==> src/rtl/fp_to_fixed_pipe_pkg.sv <==
// Shared definitions for the float-to-fixed pipeline: operand classes, rounding modes,
// and the exponent bias helper.
package fp_to_fixed_pipe_pkg;

  typedef enum logic [2:0] {
    ClsZero,
    ClsSub,
    ClsNorm,
    ClsInf,
    ClsNan
  } fp_class_e;

  typedef enum logic {
    RndRne = 1'b0,
    RndRtz = 1'b1
  } rnd_mode_e;

  function automatic int fp_bias(input int exp_w);
    return (1 << (exp_w - 1)) - 1;
  endfunction

endpackage

==> src/rtl/fp_to_fixed_pipe_if.sv <==
// Operand/result stream bundle for fp_to_fixed_pipe; slave is the converter side.
interface fp_to_fixed_pipe_if #(
  parameter int EXP_W = 8,
  parameter int MAN_W = 23,
  parameter int FIX_W = 32
);
  logic                   in_valid;
  logic                   in_ready;
  logic [EXP_W+MAN_W:0]   a;
  logic                   rnd_mode;
  logic                   out_valid;
  logic                   out_ready;
  logic [FIX_W-1:0]       result;
  logic                   flag_ovf;
  logic                   flag_inv;
  logic                   flag_inx;

  modport master (
    output in_valid, a, rnd_mode, out_ready,
    input  in_ready, out_valid, result, flag_ovf, flag_inv, flag_inx
  );

  modport slave (
    input  in_valid, a, rnd_mode, out_ready,
    output in_ready, out_valid, result, flag_ovf, flag_inv, flag_inx
  );
endinterface

==> src/rtl/fp_fix_shifter.sv <==
// Combinational barrel shifter: scales the significand by 2^shift into a FIX_W-bit magnitude,
// returning guard/sticky for right shifts and overflow when bits fall off the top.
module fp_fix_shifter #(
  parameter int SIG_W = 24,
  parameter int FIX_W = 32
) (
  input  logic [SIG_W-1:0] sig_i,
  input  int               shift_i,
  output logic [FIX_W-1:0] mag_o,
  output logic             guard_o,
  output logic             sticky_o,
  output logic             ovf_o
);
  localparam int WIDE_W = SIG_W + FIX_W;

  logic [WIDE_W-1:0]  wide;
  logic [2*SIG_W-1:0] frac;
  int                 rsh;

  always_comb begin
    wide     = '0;
    frac     = '0;
    rsh      = 0;
    guard_o  = 1'b0;
    sticky_o = 1'b0;
    ovf_o    = 1'b0;
    if (shift_i >= 0) begin
      wide  = {{FIX_W{1'b0}}, sig_i} << shift_i;
      ovf_o = (shift_i >= FIX_W);
    end else begin
      // Beyond SIG_W+1 the guard is always 0 and the leading one lands in sticky.
      rsh      = (-shift_i > SIG_W + 1) ? SIG_W + 1 : -shift_i;
      frac     = {sig_i, {SIG_W{1'b0}}} >> rsh;
      wide     = {{FIX_W{1'b0}}, frac[2*SIG_W-1:SIG_W]};
      guard_o  = frac[SIG_W-1];
      sticky_o = |frac[SIG_W-2:0];
    end
    ovf_o = ovf_o || (|wide[WIDE_W-1:FIX_W]);
    mag_o = wide[FIX_W-1:0];
  end

endmodule

==> src/rtl/fp_to_fixed_pipe.sv <==
// Pipelined IEEE-754 to signed fixed-point converter: capture, unpack, shift, round/saturate.
// Whole pipeline freezes while the output is held by the consumer.
module fp_to_fixed_pipe
  import fp_to_fixed_pipe_pkg::*;
#(
  parameter int EXP_W  = 8,
  parameter int MAN_W  = 23,
  parameter int FIX_W  = 32,
  parameter int FRAC_W = 16
) (
  input logic               clk,
  input logic               rst,
  fp_to_fixed_pipe_if.slave bus
);
  localparam int SIG_W = MAN_W + 1;
  localparam int OP_W  = 1 + EXP_W + MAN_W;
  localparam int BIAS  = fp_bias(EXP_W);
  localparam logic [FIX_W:0] PosMax = {2'b00, {(FIX_W-1){1'b1}}};
  localparam logic [FIX_W:0] NegMag = {2'b01, {(FIX_W-1){1'b0}}};

  logic adv;
  assign adv          = !(bus.out_valid && !bus.out_ready);
  assign bus.in_ready = adv;

  // Capture stage
  logic            s0_valid_q, s0_valid_d;
  logic [OP_W-1:0] s0_op_q, s0_op_d;
  rnd_mode_e       s0_rnd_q, s0_rnd_d;

  always_comb begin
    s0_valid_d = s0_valid_q;
    s0_op_d    = s0_op_q;
    s0_rnd_d   = s0_rnd_q;
    if (adv) begin
      s0_valid_d = bus.in_valid;
      if (bus.in_valid) begin
        s0_op_d  = bus.a;
        s0_rnd_d = rnd_mode_e'(bus.rnd_mode);
      end
    end
  end

  // S1: unpack and classify
  logic [EXP_W-1:0] exp_f;
  logic [MAN_W-1:0] man_f;
  fp_class_e        cls_c;
  logic             s1_valid_q, s1_valid_d, s1_sign_q, s1_sign_d;
  fp_class_e        s1_cls_q, s1_cls_d;
  rnd_mode_e        s1_rnd_q, s1_rnd_d;
  logic [SIG_W-1:0] s1_sig_q, s1_sig_d;
  int               s1_shift_q, s1_shift_d;

  always_comb begin
    exp_f = s0_op_q[OP_W-2 -: EXP_W];
    man_f = s0_op_q[MAN_W-1:0];
    if (exp_f == '0)       cls_c = (man_f == '0) ? ClsZero : ClsSub;
    else if (&exp_f)       cls_c = (man_f == '0) ? ClsInf : ClsNan;
    else                   cls_c = ClsNorm;

    s1_valid_d = s1_valid_q;
    s1_sign_d  = s1_sign_q;
    s1_cls_d   = s1_cls_q;
    s1_rnd_d   = s1_rnd_q;
    s1_sig_d   = s1_sig_q;
    s1_shift_d = s1_shift_q;
    if (adv) begin
      s1_valid_d = s0_valid_q;
      if (s0_valid_q) begin
        s1_sign_d  = s0_op_q[OP_W-1];
        s1_cls_d   = cls_c;
        s1_rnd_d   = s0_rnd_q;
        s1_sig_d   = {1'b1, man_f};
        s1_shift_d = int'(exp_f) - BIAS + FRAC_W - MAN_W;
      end
    end
  end

  // S2: align
  logic [FIX_W-1:0] sh_mag;
  logic             sh_guard, sh_sticky, sh_ovf;

  fp_fix_shifter #(
    .SIG_W (SIG_W),
    .FIX_W (FIX_W)
  ) u_shifter (
    .sig_i    (s1_sig_q),
    .shift_i  (s1_shift_q),
    .mag_o    (sh_mag),
    .guard_o  (sh_guard),
    .sticky_o (sh_sticky),
    .ovf_o    (sh_ovf)
  );

  logic             s2_valid_q, s2_valid_d, s2_sign_q, s2_sign_d;
  fp_class_e        s2_cls_q, s2_cls_d;
  rnd_mode_e        s2_rnd_q, s2_rnd_d;
  logic [FIX_W-1:0] s2_mag_q, s2_mag_d;
  logic             s2_guard_q, s2_guard_d, s2_sticky_q, s2_sticky_d, s2_ovf_q, s2_ovf_d;

  always_comb begin
    s2_valid_d  = s2_valid_q;
    s2_sign_d   = s2_sign_q;
    s2_cls_d    = s2_cls_q;
    s2_rnd_d    = s2_rnd_q;
    s2_mag_d    = s2_mag_q;
    s2_guard_d  = s2_guard_q;
    s2_sticky_d = s2_sticky_q;
    s2_ovf_d    = s2_ovf_q;
    if (adv) begin
      s2_valid_d = s1_valid_q;
      if (s1_valid_q) begin
        s2_sign_d   = s1_sign_q;
        s2_cls_d    = s1_cls_q;
        s2_rnd_d    = s1_rnd_q;
        s2_mag_d    = sh_mag;
        s2_guard_d  = sh_guard;
        s2_sticky_d = sh_sticky;
        s2_ovf_d    = sh_ovf;
      end
    end
  end

  // S3: round magnitude, range-check, apply sign
  logic             inc_c, over_c, ovf_c, inv_c, inx_c;
  logic [FIX_W:0]   rmag_c;
  logic [FIX_W-1:0] sat_c, res_c;
  logic             out_valid_q, out_valid_d;
  logic [FIX_W-1:0] result_q, result_d;
  logic             ovf_q, ovf_d, inv_q, inv_d, inx_q, inx_d;

  always_comb begin
    inc_c  = (s2_rnd_q == RndRne) && s2_guard_q && (s2_sticky_q || s2_mag_q[0]);
    rmag_c = {1'b0, s2_mag_q} + {{FIX_W{1'b0}}, inc_c};
    over_c = s2_ovf_q || (s2_sign_q ? (rmag_c > NegMag) : (rmag_c > PosMax));
    sat_c  = s2_sign_q ? {1'b1, {(FIX_W-1){1'b0}}} : {1'b0, {(FIX_W-1){1'b1}}};
    res_c  = '0;
    ovf_c  = 1'b0;
    inv_c  = 1'b0;
    inx_c  = 1'b0;
    unique case (s2_cls_q)
      ClsNan: inv_c = 1'b1;
      ClsInf: begin
        res_c = sat_c;
        ovf_c = 1'b1;
      end
      ClsSub: inx_c = 1'b1;
      ClsNorm: begin
        if (over_c) begin
          res_c = sat_c;
          ovf_c = 1'b1;
        end else begin
          res_c = s2_sign_q ? -rmag_c[FIX_W-1:0] : rmag_c[FIX_W-1:0];
          inx_c = s2_guard_q || s2_sticky_q;
        end
      end
      default: ;
    endcase

    out_valid_d = out_valid_q;
    result_d    = result_q;
    ovf_d       = ovf_q;
    inv_d       = inv_q;
    inx_d       = inx_q;
    if (adv) begin
      out_valid_d = s2_valid_q;
      if (s2_valid_q) begin
        result_d = res_c;
        ovf_d    = ovf_c;
        inv_d    = inv_c;
        inx_d    = inx_c;
      end
    end
  end

  always_ff @(posedge clk or posedge rst) begin
    if (rst) begin
      s0_valid_q  <= 1'b0;
      s0_op_q     <= '0;
      s0_rnd_q    <= RndRne;
      s1_valid_q  <= 1'b0;
      s1_sign_q   <= 1'b0;
      s1_cls_q    <= ClsZero;
      s1_rnd_q    <= RndRne;
      s1_sig_q    <= '0;
      s1_shift_q  <= 0;
      s2_valid_q  <= 1'b0;
      s2_sign_q   <= 1'b0;
      s2_cls_q    <= ClsZero;
      s2_rnd_q    <= RndRne;
      s2_mag_q    <= '0;
      s2_guard_q  <= 1'b0;
      s2_sticky_q <= 1'b0;
      s2_ovf_q    <= 1'b0;
      out_valid_q <= 1'b0;
      result_q    <= '0;
      ovf_q       <= 1'b0;
      inv_q       <= 1'b0;
      inx_q       <= 1'b0;
    end else begin
      s0_valid_q  <= s0_valid_d;
      s0_op_q     <= s0_op_d;
      s0_rnd_q    <= s0_rnd_d;
      s1_valid_q  <= s1_valid_d;
      s1_sign_q   <= s1_sign_d;
      s1_cls_q    <= s1_cls_d;
      s1_rnd_q    <= s1_rnd_d;
      s1_sig_q    <= s1_sig_d;
      s1_shift_q  <= s1_shift_d;
      s2_valid_q  <= s2_valid_d;
      s2_sign_q   <= s2_sign_d;
      s2_cls_q    <= s2_cls_d;
      s2_rnd_q    <= s2_rnd_d;
      s2_mag_q    <= s2_mag_d;
      s2_guard_q  <= s2_guard_d;
      s2_sticky_q <= s2_sticky_d;
      s2_ovf_q    <= s2_ovf_d;
      out_valid_q <= out_valid_d;
      result_q    <= result_d;
      ovf_q       <= ovf_d;
      inv_q       <= inv_d;
      inx_q       <= inx_d;
    end
  end

  assign bus.out_valid = out_valid_q;
  assign bus.result    = result_q;
  assign bus.flag_ovf  = ovf_q;
  assign bus.flag_inv  = inv_q;
  assign bus.flag_inx  = inx_q;

endmodule

==> src/flat_wrapper.sv <==
// flat-port wrapper written by rule: the top's interface ports become plain ports
module fp_to_fixed_pipe_flat import fp_to_fixed_pipe_pkg::*;
#(
  parameter int EXP_W  = 8,
  parameter int MAN_W  = 23,
  parameter int FIX_W  = 32,
  parameter int FRAC_W = 16
)
  (clk, rst, bus_in_valid, bus_a, bus_rnd_mode, bus_out_ready, bus_in_ready, bus_out_valid, bus_result, bus_flag_ovf, bus_flag_inv, bus_flag_inx);
  fp_to_fixed_pipe_if #(.EXP_W(EXP_W), .MAN_W(MAN_W), .FIX_W(FIX_W)) bus_i ();
  input logic clk;
  input logic rst;
  input wire logic [$bits(bus_i.in_valid)-1:0] bus_in_valid;
  input wire logic [$bits(bus_i.a)-1:0] bus_a;
  input wire logic [$bits(bus_i.rnd_mode)-1:0] bus_rnd_mode;
  input wire logic [$bits(bus_i.out_ready)-1:0] bus_out_ready;
  output wire logic [$bits(bus_i.in_ready)-1:0] bus_in_ready;
  output wire logic [$bits(bus_i.out_valid)-1:0] bus_out_valid;
  output wire logic [$bits(bus_i.result)-1:0] bus_result;
  output wire logic [$bits(bus_i.flag_ovf)-1:0] bus_flag_ovf;
  output wire logic [$bits(bus_i.flag_inv)-1:0] bus_flag_inv;
  output wire logic [$bits(bus_i.flag_inx)-1:0] bus_flag_inx;
  assign bus_i.in_valid = bus_in_valid;
  assign bus_i.a = bus_a;
  assign bus_i.rnd_mode = bus_rnd_mode;
  assign bus_i.out_ready = bus_out_ready;
  assign bus_in_ready = bus_i.in_ready;
  assign bus_out_valid = bus_i.out_valid;
  assign bus_result = bus_i.result;
  assign bus_flag_ovf = bus_i.flag_ovf;
  assign bus_flag_inv = bus_i.flag_inv;
  assign bus_flag_inx = bus_i.flag_inx;
  fp_to_fixed_pipe #(.EXP_W(EXP_W), .MAN_W(MAN_W), .FIX_W(FIX_W), .FRAC_W(FRAC_W)) u_core (.clk(clk), .rst(rst), .bus(bus_i));
endmodule
==> config.mk <==
export PLATFORM = sky130hd
export DESIGN_NAME = fp_to_fixed_pipe_flat
export DESIGN_NICKNAME = d
export VERILOG_FILES = /design/src/rtl/fp_to_fixed_pipe_pkg.sv /design/src/rtl/fp_to_fixed_pipe_if.sv /design/src/rtl/fp_fix_shifter.sv /design/src/rtl/fp_to_fixed_pipe.sv /design/src/flat_wrapper.sv
export SDC_FILE = /design/constraint.sdc
export NUM_CORES = 1
export LEC_CHECK = 0
export CAP_MARGIN = 20
export CORE_ASPECT_RATIO = 0.8
export CORE_MARGIN = 4
export CORE_UTILIZATION = 50
export DETAILED_ROUTE_END_ITERATION = 6
export GPL_TIMING_DRIVEN = 0
export PLACE_DENSITY = 0.68
export SLEW_MARGIN = 15
export SYNTH_ARGS = -nofsm -noshare
export SYNTH_HDL_FRONTEND = slang
export SYNTH_HIERARCHICAL = 1
export SYNTH_SLANG_ARGS = --single-unit
==> constraint.sdc <==
create_clock -name clk -period 15.4 [get_ports clk]
set_clock_uncertainty 0.05 [all_clocks]
set_input_delay 3.08 -clock clk [delete_from_list [all_inputs] [get_ports clk]]
set_output_delay 3.08 -clock clk [all_outputs]
set_load 0.02 [all_outputs]
* Word-level counts from Yosys, hierarchy flattened *
Cells that the tools add are included.

word-level totals
  bits in registers = 173
  logic and storage cells = 78

operators by class
  mux-type cells = 19
  equality and inequality tests = 4
  shift-type cells = 2
  order comparisons = 5
  reductions and logical operators = 18
  $add $sub $neg = 6
  bitwise logic cells = 2

operator list
  operator                                                         number
  2-to-1 mux 32 bit                                                4
  negation 32 bit                                                  2
  case mux 32 bit (2 select lines)                                 1
  2-to-1 mux 56 bit                                                1
  << shifter 24 x 32 -> 56 bit                                     1
  >> shifter 48 x 32 -> 48 bit                                     1
  adder 32 x 1 -> 33 bit                                           1
  greater-than comparator 33 x 31 -> 1 bit, second input constant  1
  greater-than comparator 33 x 32 -> 1 bit, second input constant  1
  adder 32 x 6 -> 32 bit, second input constant                    1
  >= comparator 32 x 1 -> 1 bit, second input constant             1
  >= comparator 32 x 7 -> 1 bit, second input constant             1
  greater-than comparator 32 x 6 -> 1 bit, second input constant   1
  subtractor 32 x 6 -> 32 bit, second input constant               1
  OR reduction 24 bit                                              1
  logical NOT 23 bit                                               1
  OR reduction 23 bit                                              1
  2-to-1 mux 3 bit                                                 3
  subtractor 8 x 7 -> 9 bit, second input constant                 1
  logical NOT 8 bit                                                1
  2-to-1 mux 1 bit                                                 8
  AND reduction 2 bit                                              4
  AND reduction 8 bit                                              1
  equality test 3 x 2 -> 1 bit, second input constant              2
  other kinds (7)                                                  15

* Longest topological paths before layout *
Gate-level depths: netlist of run 1.

  depth in word-level cells = 9
  gate-level depth with buffers = 20
  gate-level depth less buffers = 15

* By module *
The synthesis of run 1 kept the hierarchy.

by module, submodules not included
  module            times used  area each (um2)  cells each  seq. area each (um2)
  fp_to_fixed_pipe  1           8,787.2          880         3,803.6
  fp_fix_shifter    1           5,036.1          814         0.0

* Worst setup path after synthesis of run 1 *
No wires, ideal clock.

  kind = input-to-output
  start point = input port bus_out_ready
  end point = output port bus_in_ready
  required time = 12.270 ns
  stages on the path = 2
  path slack = 8.734 ns
  arrival = 3.536 ns
  path buffers = 1
  path through = nand2b_1 -> clkbuf_1

on the way
  cells in the longest elaborated chain, start to end = 3

ends and longest elaborated chain
  what               RTL line                RTL
  from (decl)        flat_wrapper.sv:16      input wire logic [$bits(bus_i.out_ready)-1:0] bus_out_ready;
  logical NOT 1 bit  fp_to_fixed_pipe.sv:22  assign adv = !(bus.out_valid && !bus.out_ready);
  logical AND 1 bit  fp_to_fixed_pipe.sv:22
  logical NOT 1 bit  fp_to_fixed_pipe.sv:22
  to (decl)          flat_wrapper.sv:17      output wire logic [$bits(bus_i.in_ready)-1:0] bus_in_ready;

Every way passes these cells.

* Final worst setup path of run 1 *
  start point = register u_core/s1_shift_q[0] (netlist name)
  end point = register u_core.s2_sticky_q

on the way
  cells in the longest elaborated chain, start to end = 6
  elaborated cells on any way between the ends = 7
  those cells by class = add/sub (1); order compare (2); shift (1); mux (2); reduce/logical (1)

ends and longest elaborated chain
  what                                     RTL line                 RTL
  from (decl)                              fp_to_fixed_pipe.sv:51   int s1_shift_q, s1_shift_d;
  from (signal assigned)                   fp_to_fixed_pipe.sv:208  s1_shift_q <= s1_shift_d;
  negation 32 bit                          fp_fix_shifter.sv:32     rsh = (-shift_i > SIG_W + 1) ? SIG_W + 1 : -shift_i;
  greater-than comparator 32 x 6 -> 1 bit  fp_fix_shifter.sv:32
  2-to-1 mux 32 bit                        fp_fix_shifter.sv:32
  >> shifter 48 x 32 -> 48 bit             fp_fix_shifter.sv:33     frac = {sig_i, {SIG_W{1'b0}}} >> rsh;
  OR reduction 23 bit                      fp_fix_shifter.sv:36     sticky_o = |frac[SIG_W-2:0];
  2-to-1 mux 1 bit *                       fp_fix_shifter.sv:27     if (shift_i >= 0) begin
  net u_core.sh_sticky                     fp_to_fixed_pipe.sv:80   logic sh_guard, sh_sticky, sh_ovf;
  to (signal assigned)                     fp_to_fixed_pipe.sv:215  s2_sticky_q <= s2_sticky_d;
  to (decl)                                fp_to_fixed_pipe.sv:98   logic s2_guard_q, s2_guard_d, s2_sticky_q, s2_sticky_d, s2_ovf_q, s2_ovf_d;

The timed path passes the listed nets; every way through them passes the cells marked *.
A chain may end at the register's enable or synchronous reset.

==> results of run 1 <==
-- cells in the final DEF, fill, tap and decap left out, types with 20 or more instances in the layout --
cell type / instances
a21oi_1: 72
a31oi_1: 34
clkbuf_1: 103
clkdlybuf4s50_1: 73
dfrtp_1: 151
inv_1: 26
mux2_2: 116
mux2i_1: 68
nand2_1: 157
nand3_1: 51
nand4_1: 32
nor2_1: 133
nor3_1: 60
nor4_1: 35
o211ai_1: 25
o21ai_0: 115
o22ai_1: 34
o31a_1: 20
o31ai_1: 23
xnor2_1: 35
xor2_1: 24
-- sequential cells by signal (all words and copies together) (netlist names), 3 cells and up --
signal	cells
u_core/s1_shift_q	11
u_core/s2_cls_q	3
u_core/s1_sig_q	24
u_core/bus.result	32
u_core/s1_cls_q	3
u_core/s0_op_q	32
u_core/s2_mag_q	32
-- layout make-up --
cell class	count	area share, %
inverters	30	0.7650
flip-flops and latches	152	24.25
clock inverters	15	1.148
multi-input cells	1369	59.42
well taps	364	2.901
repair buffers	78	5.132
clock buffers	17	2.709
plain buffers	143	3.674
-- critical path, stage by stage, from the launching register on --
cell       delay, ps
dfrtp_1          400
clkbuf_1         270
clkinv_1         240
buf_1            490
clkbuf_1         590
ha_1             460
nor3b_1          780
nand4_1          260
a2111oi_0        630
o211ai_1         270
a2111oi_4        780
buf_2            370
buf_2            300
a21oi_1          110
o211ai_1         330
o21ai_0          150
nor4b_1          390
a31oi_1          140
a21oi_1          160
a31oi_1          260
mux2_2           340
-- logic make-up after synthesis --
| group | count (synthesis) | share of synthesized area, % |
|---|---|---|
| flip-flops | 152 | 27.52 |
| buffers and inverters | 173 | 4.987 |
| XOR/XNOR | 59 | 3.738 |
| AND/OR/NAND/NOR | 633 | 24.03 |
| multiplexers | 187 | 14.81 |
| AO/OA/AOI/OAI | 478 | 23.85 |
| adder cells (fa/ha/maj) | 12 | 1.068 |
-- worst paths after layout --
check | cells past startpoint | start | slack (ps) | endpoint
max | 20 | u_core/s1_shift_q[0] | 7500 | u_core/s2_sticky_q
min reg2reg | 2 | u_core/s2_valid_q | 430 | u_core/bus.out_valid
max reg2reg | 20 | u_core/s1_shift_q[0] | 7500 | u_core/s2_sticky_q
min in group asynchronous | 2 | rst | 3050 | u_core/bus.flag_ovf
max in group asynchronous | 3 | rst | 11460 | u_core/s1_shift_q[10]
min | 2 | u_core/s2_valid_q | 430 | u_core/bus.out_valid
-- per-stage QoR --
step	cell area (sq um)	setup slack, ps	hold slack [ps]	std cells
after floorplan	13820	8177	382.8	1694
after global placement	15010	6195	400.8	2131
after detailed placement	15070	7632	413.6	2133
after CTS	15670	7623	437.0	2165
after global routing	15700	7135	461.6	2168
final	15700	7497	433.3	2168
-- report_power, final --
part           internal [mW]  switching, mW
Combinational           1.01           1.79
Sequential             0.551          0.204
Clock                  0.219          0.214
Total                   1.78           2.21
-- metal layers --
layer  GRT usage [%]  wire (um)  share of wire [%]
met1           50.82      23930                 45
met2           44.96      20340                 38
met3           11.86       7501                 14
met4           8.668       1086                2.1
met5               0          0                  0
==> impl_metrics.env, run 1 <==
export IMPL_start_util_pct=50.77
export IMPL_numPortBuffers=73
export IMPL_async_reset_ff_share_pct=100.0
export IMPL_min_period_ps=7903
export IMPL_multi_input_comb_area_sq_mm=0.009330
export IMPL_p_total_mw=3.989
export IMPL_path_max_fanout=11
export IMPL_cts_tree="done"
export IMPL_synth_area_leaders="dfrtp_1, mux2_2, mux2i_1, nand2_1, o21ai_0"
export IMPL_p_per_area_mw_per_mm2=254.0
export IMPL_synth_commonest_cells="nand2_1, dfrtp_1, nor2_1"
export IMPL_coreArea_sq_mm=0.02723
export IMPL_setup_violations=0
export IMPL_place_gp_congestion=1.037
export IMPL_hold_viol_final=0
export IMPL_synth_edf_count=0
export IMPL_avgSynthCellArea_sq_um=8.160
export IMPL_crit_arrival_ps=8180
export IMPL_num_rows=54
export IMPL_start_kind="flip-flop"
export IMPL_tightest_slew_ps=1224
export IMPL_root_buffer="clkbuf_16"
export IMPL_fill_cells=2541
export IMPL_grt_pass1_wl_mm=80.45
export IMPL_rsz0062_at_grt="false"
export IMPL_viasPerCell=6.832
export IMPL_cts_hold_buf=0
export IMPL_htree_num_levels=4
export IMPL_cts_clk_slew_worst_paths_ps=80
export IMPL_drive_gt1_share_pct=12.58
export IMPL_grt_max_degree=80
export IMPL_clock_sinks=152
export IMPL_finalWirelength_mm=52.86
export IMPL_synth_most_common_cell="nand2_1"
export IMPL_synthFlopType="dfrtp_1"
export IMPL_io_pins=74
export IMPL_syn_inst=1694
export IMPL_regArea_sq_mm=0.003807
export IMPL_die_w_um=193.9
export IMPL_hold_path_class="flip-flop to flip-flop"
export IMPL_path_class="flip-flop to flip-flop"
export IMPL_ir_drop_uv=137.4
export IMPL_cts_inserted_buffers=17
export IMPL_drc=0
export IMPL_synth_area_sq_mm=0.01382
export IMPL_drtAntennaViolNets=0
export IMPL_post_cts_buffers=0
export IMPL_die_h_um=156.7
export IMPL_gr_usage_all_layers_pct=33.54
export IMPL_utilization_pct=57.66
export IMPL_drt_iter0_markers=2206
export IMPL_wl_per_cell_um=24.38
export IMPL_fmax_ghz=0.1265
export IMPL_grt_pass1_vias=13610
export IMPL_ys_ff_latch=152
export IMPL_leakage_nw=5.990
export IMPL_grt_remaining_overflow=0
export IMPL_first_pass_iters=6
export IMPL_synthToLayoutAreaGrowth_pct=13.59
export IMPL_synth_seq_area_share_pct=27.52
export IMPL_antenna_found_initial=2
export IMPL_relSlewSlack_pct=17.80
export IMPL_drv_cap=0
export IMPL_syn_nets=1742
export IMPL_status="finished, final reports clean"
export IMPL_clock_latency_ps=450
export IMPL_num_antenna_cells=0
export IMPL_synth_cell_types=100
export IMPL_routed_via_count=14810
export IMPL_synth_area_leader_cell="dfrtp_1"
export IMPL_worstPathRequired_ps=15680
export IMPL_clockBufferDepth=2
export IMPL_synth_warning_count=6
export IMPL_fin_crit_sh_pct=51.32
export IMPL_endpoint_kind="flip-flop"
export IMPL_yosysTopAreaCellShare_pct=27.52
export IMPL_slew_violations=0
export IMPL_cts_resized=0
export IMPL_nNetsFinal=1839
export IMPL_hpwl_mm=40.40
export IMPL_finalSetupTns_ps=0
export IMPL_die_area_sq_mm=0.03039
(Power assumes the default switching activity.)
==> run 2: changes to the inputs <==
--- a/config.mk
+++ b/config.mk
@@ -11,7 +11,7 @@
 export CORE_UTILIZATION = 50
 export DETAILED_ROUTE_END_ITERATION = 6
 export GPL_TIMING_DRIVEN = 0
-export PLACE_DENSITY = 0.68
+export PLACE_DENSITY = 0.71
 export SLEW_MARGIN = 15
 export SYNTH_ARGS = -nofsm -noshare
 export SYNTH_HDL_FRONTEND = slang
==> constraint.sdc (replaced) <==
create_clock -name clk -period 6.6 [get_ports clk]
set_clock_uncertainty 0.05 [all_clocks]
set_input_delay 1.32 -clock clk [delete_from_list [all_inputs] [get_ports clk]]
set_output_delay 1.32 -clock clk [all_outputs]
set_load 0.02 [all_outputs]
==> run 2 against run 1 <==
Against the previous run:
- clock-buffer cell count did not move
- critical path depth fell by 3
- sequential share of layout area fell by 0.11 points
- largest cell class unchanged
- via count rose by 0.69%
- combinational power rose by 130%
- final area rose by 0.46%
==> impl_metrics.env, run 2 (same netlist as run 1, synthesis figures left out) <==
export IMPL_cts_clk_slew_worst_paths_ps=70
export IMPL_htree_num_levels=4
export IMPL_place_gp_congestion=1.010
export IMPL_multi_input_comb_area_sq_mm=0.009368
export IMPL_endpoint="u_core/s2_sticky_q"
export IMPL_r2r_setup_slack_ps=200
export IMPL_rsz0062_at_grt="false"
export IMPL_grt_remaining_overflow=0
export IMPL_hpwl_mm=40.71
export IMPL_grt_pass1_wl_mm=80.77
export IMPL_first_pass_iters=5
export IMPL_drt_iter0_markers=2052
export IMPL_crit_arrival_ps=6720
export IMPL_crit_path_start="u_core/s1_shift_q[1]"
export IMPL_slew_violations=0
export IMPL_relSlewSlack_pct=20.85
export IMPL_drv_cap=0
export IMPL_numPortBuffers=73
export IMPL_cts_hold_buf=0
export IMPL_min_period_ps=6398
export IMPL_ir_drop_uv=348.9
export IMPL_cts_tree="done"
export IMPL_utilization_pct=57.93
export IMPL_num_rows=54
export IMPL_clockBufferDepth=2
export IMPL_fin_crit_sh_pct=96.94
export IMPL_antenna_found_initial=1
export IMPL_clock_latency_ps=440
export IMPL_cts_inserted_buffers=17
export IMPL_hold_path_class="flip-flop to flip-flop"
export IMPL_path_class="flip-flop to flip-flop"
export IMPL_gr_usage_all_layers_pct=33.58
export IMPL_worstPathRequired_ps=6920
export IMPL_nNetsFinal=1843
export IMPL_instances_no_fill=2172
export IMPL_r2r_end="u_core/s2_sticky_q"
export IMPL_regArea_sq_mm=0.003807
export IMPL_layout_common_cells="nand2_1, dfrtp_1, nor2_1"
export IMPL_start_kind="flip-flop"
export IMPL_endpoint_kind="flip-flop"
export IMPL_die_w_um=193.9
export IMPL_drtAntennaViolNets=0
export IMPL_p_total_mw=9.274
export IMPL_routed_via_count=14910
export IMPL_die_area_sq_mm=0.03039
export IMPL_start_util_pct=50.77
export IMPL_grt_max_degree=107
export IMPL_dp_cells=2133
export IMPL_viasPerCell=6.866
export IMPL_hold_viol_final=0
export IMPL_drive_gt1_share_pct=13.50
export IMPL_num_antenna_cells=0
export IMPL_die_h_um=156.7
export IMPL_io_pins=74
export IMPL_status="finished, final reports clean"
export IMPL_path_max_fanout=10
export IMPL_synthToLayoutAreaGrowth_pct=14.11
export IMPL_rr_startpoint="u_core/s1_shift_q[1]"
export IMPL_wl_per_cell_um=24.31
export IMPL_setup_violations=0
export IMPL_finalWirelength_mm=52.80
export IMPL_leakage_nw=6.018
export IMPL_fill_cells=2530
export IMPL_final_common_cell="nand2_1"
export IMPL_grt_pass1_vias=13770
export IMPL_worstRegToRegCells=17
export IMPL_tightest_slew_ps=1177
export IMPL_p_per_area_mw_per_mm2=588.0
export IMPL_fmax_ghz=0.1563
export IMPL_coreArea_sq_mm=0.02723
export IMPL_clock_sinks=152
export IMPL_drc=0
export IMPL_root_buffer="clkbuf_16"
==> run 2: how the worst min path moves through the flow <==
| stage | startpoint | endpoint | slack (ps) | cells past startpoint |
|---|---|---|---|---|
| after CTS | u_core/s1_sig_q[23] | u_core/s1_sig_q[23] | 430 | 1 |
| after global routing | u_core/s1_sig_q[23] | u_core/s1_sig_q[23] | 450 | 1 |
| after floorplan | u_core/s1_sig_q[23] | u_core/s1_sig_q[23] | 380 | 1 |
| after global placement | u_core/s1_sig_q[23] | u_core/s1_sig_q[23] | 400 | 1 |
| after detailed placement | u_core/s1_sig_q[23] | u_core/s1_sig_q[23] | 420 | 1 |
| final | u_core/s1_shift_q[6] | u_core/s1_shift_q[6] | 430 | 2 |
==> run 2: critical path, cell delays in order (launching register included) <==
cell and delay (ps):
dfrtp_1 430, clkbuf_1 300, clkbuf_2 340, inv_1 280, ha_1 430, nor4b_1 460, o22ai_1 180, a21oi_1 190
nand4_1 220, or3b_2 510, nor4_2 1010, nand2_1 240, o21ai_0 340, o21ai_0 230, nor4b_1 210, a21o_1 180
a31oi_1 460, mux2_2 270
==> run 2: cell type report <==
type,instances,share of cell area [%]
tap,364,2.887
timing repair buffer,83,5.299
inverter,30,0.7853
clock inverter,15,1.142
buffer,142,3.665
clock buffer,17,2.697
sequential,152,24.14
multi-input combinational,1369,59.39
==> run 2: power breakdown <==
group / total, mW / internal, mW / switching, mW
Sequential: 1.76 / 1.29 / 0.474
Combinational: 6.52 / 2.38 / 4.14
Clock: 0.996 / 0.512 / 0.483
Total: 9.27 / 4.18 / 5.10
==> run 2: timing repair <==
item | CTS | global route
resized for setup | 4 | 13
pin swaps | 1 | 1
gates cloned | 0 | 0
setup buffers | 0 | 7
setup endpoints to repair | 26 | 27
==> run 2: per-stage QoR <==
| stage | worst slack, ps | hold WS, ps | setup TNS [ps] | area, sq um |
|---|---|---|---|---|
| after floorplan | 853.5 | 382.8 | 0 | 13820 |
| after global placement | -879.3 | 402.6 | -126890 | 15010 |
| after CTS | 102.3 | 434.7 | 0 | 15680 |
| final | 201.7 | 432.6 | 0 | 15770 |
| after global routing | 6.420 | 452.9 | 0 | 15770 |
| after detailed placement | -822.0 | 417.9 | -7534 | 15070 |
==> run 2: routing by layer <==
metal | vias to the layer above | GRT usage [%] | routed length [um]
li1 | 6650 | - | -
met1 | 7195 | 52.31 | 24440
met2 | 986 | 45.86 | 20560
met3 | 82 | 9.449 | 6830
met4 | 0 | 7.162 | 962
met5 | - | 0.4630 | 0
